==> src/rtl/mem_stage.sv <==
// Memory pipeline stage: latches EX results, waits for the data-memory read or write
// response when needed, formats load data and hands the result to WB over valid/ready.
module mem_stage (
  input  logic        clk,
  input  logic        reset,
  input  logic        valid_in,
  output logic        ready_out,
  output logic        valid_out,
  input  logic        ready_in,
  input  logic        dmem_axi_arvalid_EX,
  input  logic        dmem_axi_awvalid_EX,
  input  logic        dmem_axi_wvalid_EX,
  input  logic [31:0] dmem_axi_rdata,
  input  logic [1:0]  dmem_axi_rresp,
  input  logic        dmem_axi_rvalid,
  output logic        dmem_axi_rready,
  input  logic [1:0]  dmem_axi_bresp,
  input  logic        dmem_axi_bvalid,
  output logic        dmem_axi_bready,
  input  logic [31:0] PC_EX,
  input  logic [31:0] IR_EX,
  input  logic [31:0] IM_EX,
  input  logic [5:0]  rd_addr_EX,
  input  logic [31:0] rd_data_EX,
  input  logic        rd_access_EX,
  input  logic [2:0]  wb_src_EX,
  input  logic [2:0]  MEM_op_EX,
  input  logic [1:0]  addr_EX,
  input  logic        illegal_inst_EX,
  input  logic        maligned_data_addr_EX,
  input  logic        maligned_inst_addr_EX,
  input  logic [1:0]  imem_axi_rresp_EX,
  output logic [31:0] PC_MEM,
  output logic [31:0] IR_MEM,
  output logic [31:0] IM_MEM,
  output logic [5:0]  rd_addr_MEM,
  output logic [31:0] rd_data_MEM,
  output logic        rd_access_MEM,
  output logic        illegal_inst_MEM,
  output logic        maligned_data_addr_MEM,
  output logic        maligned_inst_addr_MEM,
  output logic [1:0]  imem_axi_rresp_MEM,
  output logic [1:0]  dmem_axi_resp_MEM,
  output logic        ld_pending_MEM
);

  localparam int unsigned XLEN   = 32;
  localparam int unsigned RA_W   = 6;
  localparam int unsigned OP_W   = 3;
  localparam int unsigned RESP_W = 2;

  localparam logic [2:0] SEL_MEM  = 3'd1;
  localparam logic [2:0] MEM_LB   = 3'd0;
  localparam logic [2:0] MEM_LH   = 3'd1;
  localparam logic [2:0] MEM_LW   = 3'd2;
  localparam logic [2:0] MEM_LBU  = 3'd4;
  localparam logic [2:0] MEM_LHU  = 3'd5;

  typedef enum logic [1:0] {
    IDLE   = 2'd0,
    WAIT_R = 2'd1,
    WAIT_B = 2'd2,
    DONE   = 2'd3
  } state_e;

  state_e              state_q, state_d;
  logic [XLEN-1:0]     pc_q, pc_d;
  logic [XLEN-1:0]     ir_q, ir_d;
  logic [XLEN-1:0]     im_q, im_d;
  logic [RA_W-1:0]     rd_addr_q, rd_addr_d;
  logic [XLEN-1:0]     rd_data_q, rd_data_d;
  logic                rd_access_q, rd_access_d;
  logic                illegal_q, illegal_d;
  logic                mal_data_q, mal_data_d;
  logic                mal_inst_q, mal_inst_d;
  logic [RESP_W-1:0]   imem_resp_q, imem_resp_d;
  logic [RESP_W-1:0]   dmem_resp_q, dmem_resp_d;
  logic [OP_W-1:0]     mem_op_q, mem_op_d;
  logic [1:0]          addr_q, addr_d;

  logic                ex_req_busy;
  logic                accept;

  // Align the addressed byte/half to bit 0, then extend according to the load type.
  function automatic logic [XLEN-1:0] fmt_load(input logic [XLEN-1:0] rdata,
                                               input logic [1:0]      addr,
                                               input logic [OP_W-1:0] op);
    logic [XLEN-1:0] s;
    s = rdata >> {addr, 3'b000};
    case (op)
      MEM_LB:  fmt_load = {{24{s[7]}}, s[7:0]};
      MEM_LBU: fmt_load = {24'd0, s[7:0]};
      MEM_LH:  fmt_load = {{16{s[15]}}, s[15:0]};
      MEM_LHU: fmt_load = {16'd0, s[15:0]};
      MEM_LW:  fmt_load = s;
      default: fmt_load = s;
    endcase
  endfunction

  // EX must not advance while it still has a request channel outstanding.
  assign ex_req_busy = dmem_axi_arvalid_EX | dmem_axi_awvalid_EX | dmem_axi_wvalid_EX;
  assign ready_out   = ((state_q == IDLE) | ((state_q == DONE) & ready_in)) & ~ex_req_busy;
  assign accept      = valid_in & ready_out;

  assign valid_out       = (state_q == DONE);
  assign dmem_axi_rready = (state_q == WAIT_R);
  assign dmem_axi_bready = (state_q == WAIT_B);
  assign ld_pending_MEM  = (state_q == WAIT_R);

  always_comb begin
    state_d     = state_q;
    pc_d        = pc_q;
    ir_d        = ir_q;
    im_d        = im_q;
    rd_addr_d   = rd_addr_q;
    rd_data_d   = rd_data_q;
    rd_access_d = rd_access_q;
    illegal_d   = illegal_q;
    mal_data_d  = mal_data_q;
    mal_inst_d  = mal_inst_q;
    imem_resp_d = imem_resp_q;
    dmem_resp_d = dmem_resp_q;
    mem_op_d    = mem_op_q;
    addr_d      = addr_q;

    case (state_q)
      WAIT_R: begin
        if (dmem_axi_rvalid) begin
          rd_data_d   = (dmem_axi_rresp != 2'b00) ? '0
                        : fmt_load(dmem_axi_rdata, addr_q, mem_op_q);
          dmem_resp_d = dmem_axi_rresp;
          state_d     = DONE;
        end
      end
      WAIT_B: begin
        if (dmem_axi_bvalid) begin
          dmem_resp_d = dmem_axi_bresp;
          state_d     = DONE;
        end
      end
      DONE: begin
        if (ready_in) begin
          state_d     = IDLE;
          pc_d        = '0;
          ir_d        = '0;
          im_d        = '0;
          rd_addr_d   = '0;
          rd_data_d   = '0;
          rd_access_d = 1'b0;
          illegal_d   = 1'b0;
          mal_data_d  = 1'b0;
          mal_inst_d  = 1'b0;
          imem_resp_d = '0;
          dmem_resp_d = '0;
          mem_op_d    = '0;
          addr_d      = '0;
        end
      end
      default: ;
    endcase

    // A new instruction overrides the drain above, giving zero-bubble handoff.
    if (accept) begin
      pc_d        = PC_EX;
      ir_d        = IR_EX;
      im_d        = IM_EX;
      rd_addr_d   = rd_addr_EX;
      rd_access_d = rd_access_EX;
      illegal_d   = illegal_inst_EX;
      mal_data_d  = maligned_data_addr_EX;
      mal_inst_d  = maligned_inst_addr_EX;
      imem_resp_d = imem_axi_rresp_EX;
      dmem_resp_d = 2'b00;
      mem_op_d    = MEM_op_EX;
      addr_d      = addr_EX;
      if (wb_src_EX == SEL_MEM) begin
        rd_data_d = '0;
        state_d   = rd_access_EX ? WAIT_R : WAIT_B;
      end else begin
        rd_data_d = rd_data_EX;
        state_d   = DONE;
      end
    end
  end

  always_ff @(posedge clk or posedge reset) begin
    if (reset) begin
      state_q     <= IDLE;
      pc_q        <= '0;
      ir_q        <= '0;
      im_q        <= '0;
      rd_addr_q   <= '0;
      rd_data_q   <= '0;
      rd_access_q <= 1'b0;
      illegal_q   <= 1'b0;
      mal_data_q  <= 1'b0;
      mal_inst_q  <= 1'b0;
      imem_resp_q <= '0;
      dmem_resp_q <= '0;
      mem_op_q    <= '0;
      addr_q      <= '0;
    end else begin
      state_q     <= state_d;
      pc_q        <= pc_d;
      ir_q        <= ir_d;
      im_q        <= im_d;
      rd_addr_q   <= rd_addr_d;
      rd_data_q   <= rd_data_d;
      rd_access_q <= rd_access_d;
      illegal_q   <= illegal_d;
      mal_data_q  <= mal_data_d;
      mal_inst_q  <= mal_inst_d;
      imem_resp_q <= imem_resp_d;
      dmem_resp_q <= dmem_resp_d;
      mem_op_q    <= mem_op_d;
      addr_q      <= addr_d;
    end
  end

  assign PC_MEM                 = pc_q;
  assign IR_MEM                 = ir_q;
  assign IM_MEM                 = im_q;
  assign rd_addr_MEM            = rd_addr_q;
  assign rd_data_MEM            = rd_data_q;
  assign rd_access_MEM          = rd_access_q;
  assign illegal_inst_MEM       = illegal_q;
  assign maligned_data_addr_MEM = mal_data_q;
  assign maligned_inst_addr_MEM = mal_inst_q;
  assign imem_axi_rresp_MEM     = imem_resp_q;
  assign dmem_axi_resp_MEM      = dmem_resp_q;

endmodule

==> config.mk <==
export PLATFORM = sky130hd
export DESIGN_NAME = mem_stage
export DESIGN_NICKNAME = d
export VERILOG_FILES = /design/src/rtl/mem_stage.sv
export SDC_FILE = /design/constraint.sdc
export NUM_CORES = 1
export LEC_CHECK = 0
export CAP_MARGIN = 15
export CORE_MARGIN = 2
export CORE_UTILIZATION = 30
export CTS_BUF_LIST = sky130_fd_sc_hd__clkbuf_16
export DETAILED_ROUTE_END_ITERATION = 6
export PLACE_DENSITY = 0.72
export SLEW_MARGIN = 10
export SYNTH_ARGS = -nofsm -noshare
export SYNTH_HDL_FRONTEND = slang
export SYNTH_SLANG_ARGS = --single-unit
==> constraint.sdc <==
create_clock -name clk -period 9.2 [get_ports clk]
set_clock_uncertainty 0.1 [all_clocks]
set_input_delay 0.92 -clock clk [delete_from_list [all_inputs] [get_ports clk]]
set_output_delay 0.92 -clock clk [all_outputs]
set_load 0.01 [all_outputs]
==> flow_metrics.py, run 1 <==
metrics = {
    "layout": {
        "diodes": 0,
        "area_delta_synth_final_pct": 66.5,
        "post-route-util": 0.505,
        "final_cell_mix": "clkdlybuf4s50_1, dfrtp_1, a22o_1, nand2_1, a21oi_1",
        "nets": 1023,
        "drive_gt1_frac": 0.0629,
        "final_common_cell": "clkdlybuf4s50_1",
    },
    "flow_run": {
        "max_cap_violations": 0,
    },
    "cts": {
        "cts.path.max_buffers": 2,
        "numClockSinks": 149,
        "cts_tree": "done",
        "clock_latency_ps": 410,
        "cts_resized": 0,
        "hold_buffers": 0,
        "cts_setup_buffers": 0,
        "cts_max_level": 4,
        "cts-root-buf": "clkbuf_16",
        "cts_buffers": 17,
        "cts.reportedPaths.clkPinSlew_ps": 60,
    },
    "pwr": {
        "sequentialPowerShare": 0.357,
        "internal_power_mw": 1.75,
        "power_leakage_nw": 4.40,
        "ir_drop_mv": 0.111,
        "p_clk_frac": 0.272,
        "powerDensity_nw_per_um2": 246,
        "comb_power_share": 0.371,
        "power_switching_share": 0.324,
        "p_switching_uw": 839,
    },
    "routing": {
        "totalWireLength_um": 21700,
        "vias": 5677,
        "initialDrtViolationCount": 189,
        "postRouteAntennaNets": 0,
        "dr.pass1.iters": 4,
        "via_per_inst": 5.08,
        "drcViolationCount": 0,
        "avgRoutedWirePerCell_um": 19.4,
    },
    "yosys": {
        "ys_ff_latch": 149,
        "async_flop_share": 1.00,
        "ys.flop_type": "dfrtp_1",
        "syn_area_per_cell_um2": 12.3,
        "yosysUniqueCellTypes": 43,
        "netlist_area_um2": 6320,
        "synthCells": 513,
        "syn_nets": 706,
        "yosys_warnings": 0,
        "synth.yosys.seq_area_share": 0.590,
        "synth_edf_count": 0,
    },
    "global_route": {
        "grt.total_usage": 0.192,
        "first_global_vias": 5742,
        "grt_max_degree": 110,
        "grt_pass1_wl_um": 32700,
        "grt-ovfl-total": 0,
        "antenna_found_initial": 0,
    },
    "setup_path": {
        "r2r_setup_slack_ps": 6150,
        "worstPathMaxFanout": 4,
        "required_ps": 8180,
        "arrival_ps": 2850,
        "path_class": "input pin to primary output",
        "critPathCaptureType": "primary output",
        "cp-start-kind": "input pin",
    },
    "floorplanning": {
        "initial_utilization": 0.303,
        "core.rowCount": 53,
        "fp.dieArea_um2": 22200,
        "die_y_um": 149,
        "coreArea_um2": 20800,
        "die_w_um": 149,
        "boundaryPins": 340,
    },
    "timing": {
        "maxSlewViolCount": 0,
        "fmaxAchievable_mhz": 259,
        "period_minus_slack_ps": 3870,
        "hold_viol": 0,
        "setup_slack_ps": 5330,
        "fin_setup_tns_ps": 0,
        "worstMarginPinSlew_ps": 1150,
        "fin_crit_sh": 0.420,
        "setup_viol": 0,
        "slew_headroom": 0.231,
        "rsz0062_at_grt": "no",
    },
    "placed_design": {
        "place_hpwl_um": 15400,
        "io_buffers": 339,
        "dp_slack_ps": 5110,
        "gp_congestion": 0.796,
    },
    "outcome": {
        "status": "finished clean",
    },
    "min_path": {
        "hold_path_class": "flop to flop",
    },
}
layout make-up:
cell class                      instances  area, µm²
Sequential cell                       149       3730
Timing Repair Buffer                  346       3450
Clock buffer                           17        425
Inverter                                3       16.3
Multi-Input combinational cell        313       2390
Tap cell                              275        344
Clock inverter                         14        166
Fill cell                            1908      10300
cells in the mapped netlist, drive strengths merged (3+ instances only):
library cell / n / share of area
inv: 3 / 0.0018
clkbuf: 18 / 0.011
a21oi: 21 / 0.017
nand2: 23 / 0.014
nand3b: 16 / 0.019
a22o: 114 / 0.16
buf: 30 / 0.024
nand3: 9 / 0.0071
dfrtp: 149 / 0.59
nor2: 17 / 0.010
mux2i: 17 / 0.027
a32oi: 7 / 0.0097
nor2b: 11 / 0.011
o21ai: 10 / 0.0079
or2: 3 / 0.0030
a211o: 7 / 0.0097
a22oi: 17 / 0.020
o211ai: 16 / 0.019
power groups by stage:
stage / Combinational, mW / Clock, mW / Sequential, mW
finish: 0.963 / 0.705 / 0.925
global placement: 0.960 / 0 / 0.929
CTS: 0.973 / 0.721 / 0.925
floorplan: 0.382 / 0 / 0.986
global route: 1.03 / 0.748 / 0.945
detailed placement: 0.973 / 0 / 0.929
routing by layer:
layer  vias to the layer above  track usage  routed length, µm
met5                         -            0                  0
met1                      2781        0.229               8780
met4                         0       0.0738                532
met2                       272        0.320              10400
li1                       2595            -                  -
met3                        29       0.0645               1930
cells by family (layout without fill, tap and decap cells):
logic type | after synthesis | in the layout | synth area share
AO/OA/AOI/OAI | 205 | 205 | 0.263
buffers and inverters | 51 | 380 | 0.0364
flip-flops | 149 | 149 | 0.590
multiplexers | 20 | 20 | 0.0341
AND/OR/NAND/NOR | 88 | 88 | 0.0765
critical path, stage by stage:
cell and delay [ps]:
clkdlybuf4s50_1 520, nand3_1 260, a2111oi_0 530, clkdlybuf4s50_1 620
stage by stage:
stage | cell area (µm²) | hold WS [ps] | power [mW] | std cells
after floorplan | 6320 | 393 | 1.37 | 513
after global placement | 9920 | 364 | 1.89 | 1086
after detailed placement | 9920 | 371 | 1.90 | 1086
after CTS | 10500 | 386 | 2.62 | 1117
after global routing | 10500 | 406 | 2.73 | 1117
final | 10500 | 384 | 2.59 | 1117
final timing paths:
kind / to / cells past startpoint / startpoint
worst max-delay path: ready_out / 4 / ready_in
worst min-delay path: rd_data_MEM[0]$_DFFE_PP0P_ / 2 / rd_data_MEM[0]$_DFFE_PP0P_
worst min register to register: rd_data_MEM[0]$_DFFE_PP0P_ / 2 / rd_data_MEM[0]$_DFFE_PP0P_
min in group asynchronous: PC_MEM[24]$_DFFE_PP0P_ / 2 / reset
worst max register to register: state_q[1]$_DFFE_PP0P_ / 5 / state_q[1]$_DFFE_PP0P_
max in group asynchronous: rd_addr_MEM[4]$_DFFE_PP0P_ / 3 / reset
state kept, by name, indices dropped and copies added, names as in the netlist, 2 cells and up:
name	cells
rd_data_MEM	32
dmem_axi_resp_MEM	2
addr_q	2
IR_MEM	32
mem_op_q	3
PC_MEM	32
IM_MEM	32
state_q	2
imem_axi_rresp_MEM	2
rd_addr_MEM	6
No activity file was read; power rests on OpenSTA's default activity.
==> run 2, diff against run 1 <==
clock period = 3.6 ns   (was 9.2 ns; I/O delays follow)
==> run 2 against run 1 <==
Net effect: sequential cell count unchanged; clock-buffer cell count unchanged; combinational power increased to 2.6 times the previous value; largest power group unchanged; largest cell class unchanged.
==> flow_metrics.py, run 2 (same netlist as run 1, synthesis figures left out) <==
metrics = {
    "floorplanning": {
        "die_w_um": 149,
        "fp.dieArea_um2": 22200,
        "initial_utilization": 0.303,
        "boundaryPins": 340,
        "die_y_um": 149,
        "coreArea_um2": 20800,
        "core.rowCount": 53,
    },
    "layout": {
        "post-route-util": 0.506,
        "area_delta_synth_final_pct": 66.9,
        "diodes": 0,
        "nets": 1026,
        "regArea_um2": 3730,
        "final_common_cell": "clkdlybuf4s50_1",
        "fillers": 1864,
        "multi_input_area_um2": 2390,
        "final_cell_mix": "clkdlybuf4s50_1, dfrtp_1, a22o_1, nand2_1, a21oi_1",
        "drive_gt1_frac": 0.0662,
    },
    "global_route": {
        "first_global_vias": 5865,
        "antenna_found_initial": 0,
        "grt_max_degree": 150,
        "grt_pass1_wl_um": 33000,
        "grt-ovfl-total": 0,
        "grt.total_usage": 0.193,
    },
    "routing": {
        "postRouteAntennaNets": 0,
        "vias": 5701,
        "via_per_inst": 5.09,
        "drcViolationCount": 0,
        "initialDrtViolationCount": 259,
        "totalWireLength_um": 21600,
        "avgRoutedWirePerCell_um": 19.2,
        "dr.pass1.iters": 4,
    },
    "timing": {
        "fin_hold_ws_ps": 358,
        "worstMarginPinSlew_ps": 1040,
        "fin_setup_tns_ps": 0,
        "slew_headroom": 0.304,
        "fin_crit_sh": 0.797,
        "hold_viol": 0,
        "setup_viol": 0,
        "fmaxAchievable_mhz": 348,
        "rsz0062_at_grt": "no",
        "maxSlewViolCount": 0,
        "period_minus_slack_ps": 2870,
    },
    "setup_path": {
        "cp-start-kind": "flop",
        "worstPathMaxFanout": 13,
        "path_class": "flop to primary output",
        "r2r-end": "rd_data_MEM[13]$_DFFE_PP0P_",
        "required_ps": 3140,
        "arrival_ps": 2410,
        "r2r_cells": 5,
        "r2r_setup_slack_ps": 1060,
        "r2r_start": "state_q[1]$_DFFE_PP0P_",
        "critPathCaptureType": "primary output",
    },
    "cts": {
        "cts_max_level": 4,
        "cts.reportedPaths.clkPinSlew_ps": 70,
        "cts_buffers": 17,
        "cts_setup_buffers": 0,
        "cts.path.max_buffers": 2,
        "cts_tree": "done",
        "cts_resized": 0,
        "numClockSinks": 149,
        "cts-root-buf": "clkbuf_16",
        "clock_latency_ps": 410,
        "hold_buffers": 0,
    },
    "pwr": {
        "internal_power_mw": 4.36,
        "sequentialPowerShare": 0.362,
        "power_switching_share": 0.332,
        "power_leakage_nw": 4.42,
        "p_clk_frac": 0.261,
        "ir_drop_mv": 0.291,
        "powerDensity_nw_per_um2": 620,
        "p_switching_mw": 2.17,
        "comb_power_share": 0.377,
    },
    "outcome": {
        "status": "finished clean",
    },
    "placed_design": {
        "place_hpwl_um": 15300,
        "gp_congestion": 0.857,
        "io_buffers": 339,
    },
    "min_path": {
        "hold_path_class": "input pin to asynchronous set/reset pin",
    },
    "flow_run": {
        "max_cap_violations": 0,
    },
}
==> run 2: cell types whose count changed in the layout (fill, tap and decap cells not counted) <==
| cell | before | now |
|---|---|---|
| buf_12 | 0 | 3 |
| clkinvlp_4 | 3 | 4 |
| inv_6 | 6 | 5 |
| inv_1 | 2 | 3 |
| inv_8 | 2 | 4 |
| bufinv_16 | 2 | 0 |
==> run 2: how the worst max path moves through the flow <==
stage,startpoint,slack (ps),cells past startpoint,end
floorplan,reset,1270,1,IM_MEM[0]$_DFFE_PP0P_
finish,state_q[1]$_DFFE_PP0P_,730,3,ready_out
global placement,valid_in,690,6,rd_data_MEM[11]$_DFFE_PP0P_
detailed placement,dmem_axi_awvalid_EX,640,6,rd_data_MEM[13]$_DFFE_PP0P_
global route,state_q[1]$_DFFE_PP0P_,600,3,ready_out
CTS,state_q[1]$_DFFE_PP0P_,690,3,ready_out
==> run 2: worst max-delay path, stage by stage, from the launching register on <==
cell	delay [ps]
dfrtp_1	560
nand3_1	330
a2111oi_0	500
clkdlybuf4s50_1	620
==> run 2: power by group through the flow <==
stage / Combinational (mW) / Sequential [mW] / Clock, mW
after floorplan: 0.977 / 2.52 / 0
after global placement: 2.46 / 2.39 / 0
after detailed placement: 2.49 / 2.38 / 0
after CTS: 2.49 / 2.36 / 1.75
after global routing: 2.65 / 2.42 / 1.84
final: 2.46 / 2.37 / 1.71
==> run 2: area by class of cell <==
type / instances / area share
clock buffers: 17 / 0.0404
clock inverters: 15 / 0.0126
inverters: 3 / 0.00142
multi-input cells: 313 / 0.227
well taps: 275 / 0.0326
repair buffers: 349 / 0.333
flip-flops and latches: 149 / 0.354
==> run 2: through the flow <==
step | cell area [µm²] | total power [mW] | cells | setup WS, ps
2_1_floorplan | 6320 | 3.50 | 513 | 1270
3_3_place_gp | 9980 | 4.85 | 1089 | 687
3_5_place_dp | 9980 | 4.87 | 1089 | 639
4_1_cts | 10500 | 6.61 | 1121 | 694
5_1_grt | 10500 | 6.91 | 1121 | 603
6_report | 10500 | 6.53 | 1121 | 730
==> run 2: metal layers <==
layer | GRT usage | up-vias | share of wire
met3 | 0.0618 | 26 | 0.098
met4 | 0.0690 | 0 | 0.022
met2 | 0.315 | 291 | 0.48
met5 | 0 | - | 0
li1 | - | 2602 | -
met1 | 0.240 | 2782 | 0.40
==> run 3, diff against run 2 <==
PLACE_DENSITY = 0.75   (was 0.72)
clock period = 2.6 ns   (was 3.6 ns; I/O delays follow)
==> run 3 against run 2 <==
Net effect: register-to-register slack lost 490 ps; clock power grew 41%; setup slack lost 380 ps; wire length grew 0.96%; cell count grew 0.71%; sequential power grew 38%; power grew 40%; die area is the same; sequential cell count is the same; global-route usage shrank 0.23 points; critical path type unchanged; critical endpoint unchanged; largest cell class unchanged; highest routed layer unchanged.
==> flow_metrics.py, run 3 (same netlist as run 1, synthesis figures left out) <==
metrics = {
    "outcome": {
        "status": "finished clean",
    },
    "timing": {
        "rsz0062_at_grt": "no",
        "maxSlewViolCount": 0,
        "period_minus_slack_ps": 2250,
        "fin_crit_sh": 0.867,
        "setup_viol": 0,
        "worstMarginPinSlew_ps": 606,
        "fmaxAchievable_mhz": 444,
        "slew_headroom": 0.596,
        "fin_hold_ws_ps": 145,
        "fin_setup_tns_ps": 0,
        "hold_viol": 0,
    },
    "global_route": {
        "first_global_vias": 5850,
        "grt.total_usage": 0.190,
        "antenna_found_initial": 0,
        "grt_pass1_wl_um": 32600,
        "grt_max_degree": 114,
        "grt-ovfl-total": 0,
    },
    "flow_run": {
        "max_cap_violations": 0,
    },
    "routing": {
        "drcViolationCount": 0,
        "totalWireLength_um": 21800,
        "postRouteAntennaNets": 0,
        "via_per_inst": 5.04,
        "avgRoutedWirePerCell_um": 19.3,
        "vias": 5687,
        "initialDrtViolationCount": 266,
        "dr.pass1.iters": 5,
    },
    "setup_path": {
        "path_class": "flop to primary output",
        "worstPathMaxFanout": 5,
        "critPathMaxStageDelay_ps": 410,
        "r2r_setup_slack_ps": 570,
        "critPathCaptureType": "primary output",
        "arrival_ps": 1890,
        "crit_slowest_cell": "dfrtp_1",
        "cp_top_family": "flip-flops",
        "path_cells": "or2_2, a2111oi_0, dlygate4sd2_1",
        "worst-path-buf-inv": 1,
        "cp-start-kind": "flop",
        "crit_path_start": "state_q[1]$_DFFE_PP0P_",
        "required_ps": 2240,
        "r2r_start": "addr_q[0]$_DFFE_PP0P_",
    },
    "cts": {
        "cts.path.max_buffers": 2,
        "cts-root-buf": "clkbuf_16",
        "cts_buffers": 17,
        "clock_latency_ps": 400,
        "cts_tree": "done",
        "cts_max_level": 4,
        "cts.reportedPaths.clkPinSlew_ps": 70,
        "cts_setup_buffers": 0,
        "numClockSinks": 149,
    },
    "layout": {
        "post-route-util": 0.512,
        "fillers": 1869,
        "nets": 1034,
        "area_delta_synth_final_pct": 68.6,
        "final_cell_mix": "clkdlybuf4s50_1, dfrtp_1, a22o_1, nand2_1, a21oi_1",
        "finish.instance_area_um2": 10700,
        "diodes": 0,
        "final_common_cell": "clkdlybuf4s50_1",
        "drive_gt1_frac": 0.0749,
    },
    "placed_design": {
        "place_hpwl_um": 15800,
        "io_buffers": 339,
        "gp_congestion": 0.834,
        "dpl-instance-area_um2": 10100,
    },
    "pwr": {
        "p_total_mw": 9.16,
        "ir_drop_mv": 0.391,
        "power_leakage_nw": 4.47,
        "powerDensity_nw_per_um2": 860,
    },
    "floorplanning": {
        "boundaryPins": 340,
        "coreArea_um2": 20800,
        "core.rowCount": 53,
        "die_w_um": 149,
        "initial_utilization": 0.303,
        "fp.dieArea_um2": 22200,
        "die_y_um": 149,
    },
    "min_path": {
        "hold_path_class": "input pin to asynchronous set/reset pin",
    },
}
[run 3: report_power, final]
part,internal (mW),switching [mW],total (mW)
Sequential,2.90,0.364,3.26
Clock,1.34,1.07,2.41
Combinational,1.92,1.56,3.49
Total,6.16,2.99,9.16
[run 3: timing repair]
item,in CTS,in global routing
hold buffers,0,0
gates resized for setup,1,0
setup endpoints to repair,1,0
[run 3: routing by layer]
layer | global-route usage | routed length [µm] | vias to the layer above
met5 | 0 | 0 | -
met4 | 0.0690 | 527 | 0
met3 | 0.0618 | 2010 | 27
met2 | 0.318 | 10700 | 266
met1 | 0.230 | 8560 | 2767
li1 | - | - | 2627
[run 3: worst register-to-register path: stages, from the launching register on]
cell and delay [ps]:
dfrtp_1 480, buf_4 300, nor3b_1 330, and4_1 490
a22oi_1 160, nand3_1 110
[run 3: final cells by class]
class	count	area [µm²]	area share
Clock buffer	17	425	0.0399
Clock inverter	15	146	0.0137
Inverter	3	15.0	0.00141
Multi-Input combinational cell	313	2390	0.224
Sequential cell	149	3730	0.350
Tap cell	275	344	0.0323
Timing Repair Buffer	357	3600	0.338
[run 3: path summary, 6_finish.rpt]
check,to,cells after the start
worst max-delay path,ready_out,3
worst min-delay path,IR_MEM[22]$_DFFE_PP0P_,2
worst max register to register,rd_data_MEM[24]$_DFFE_PP0P_,5
worst min register to register,rd_data_MEM[3]$_DFFE_PP0P_,2
max in group asynchronous,rd_data_MEM[3]$_DFFE_PP0P_,3
min in group clk,IM_MEM[10]$_DFFE_PP0P_,2
[run 3: metrics by stage]
step	instances	setup slack, ps
floorplan	513	365
global placement	1097	173
detailed placement	1097	241
CTS	1129	289
global route	1129	224
finish	1129	346
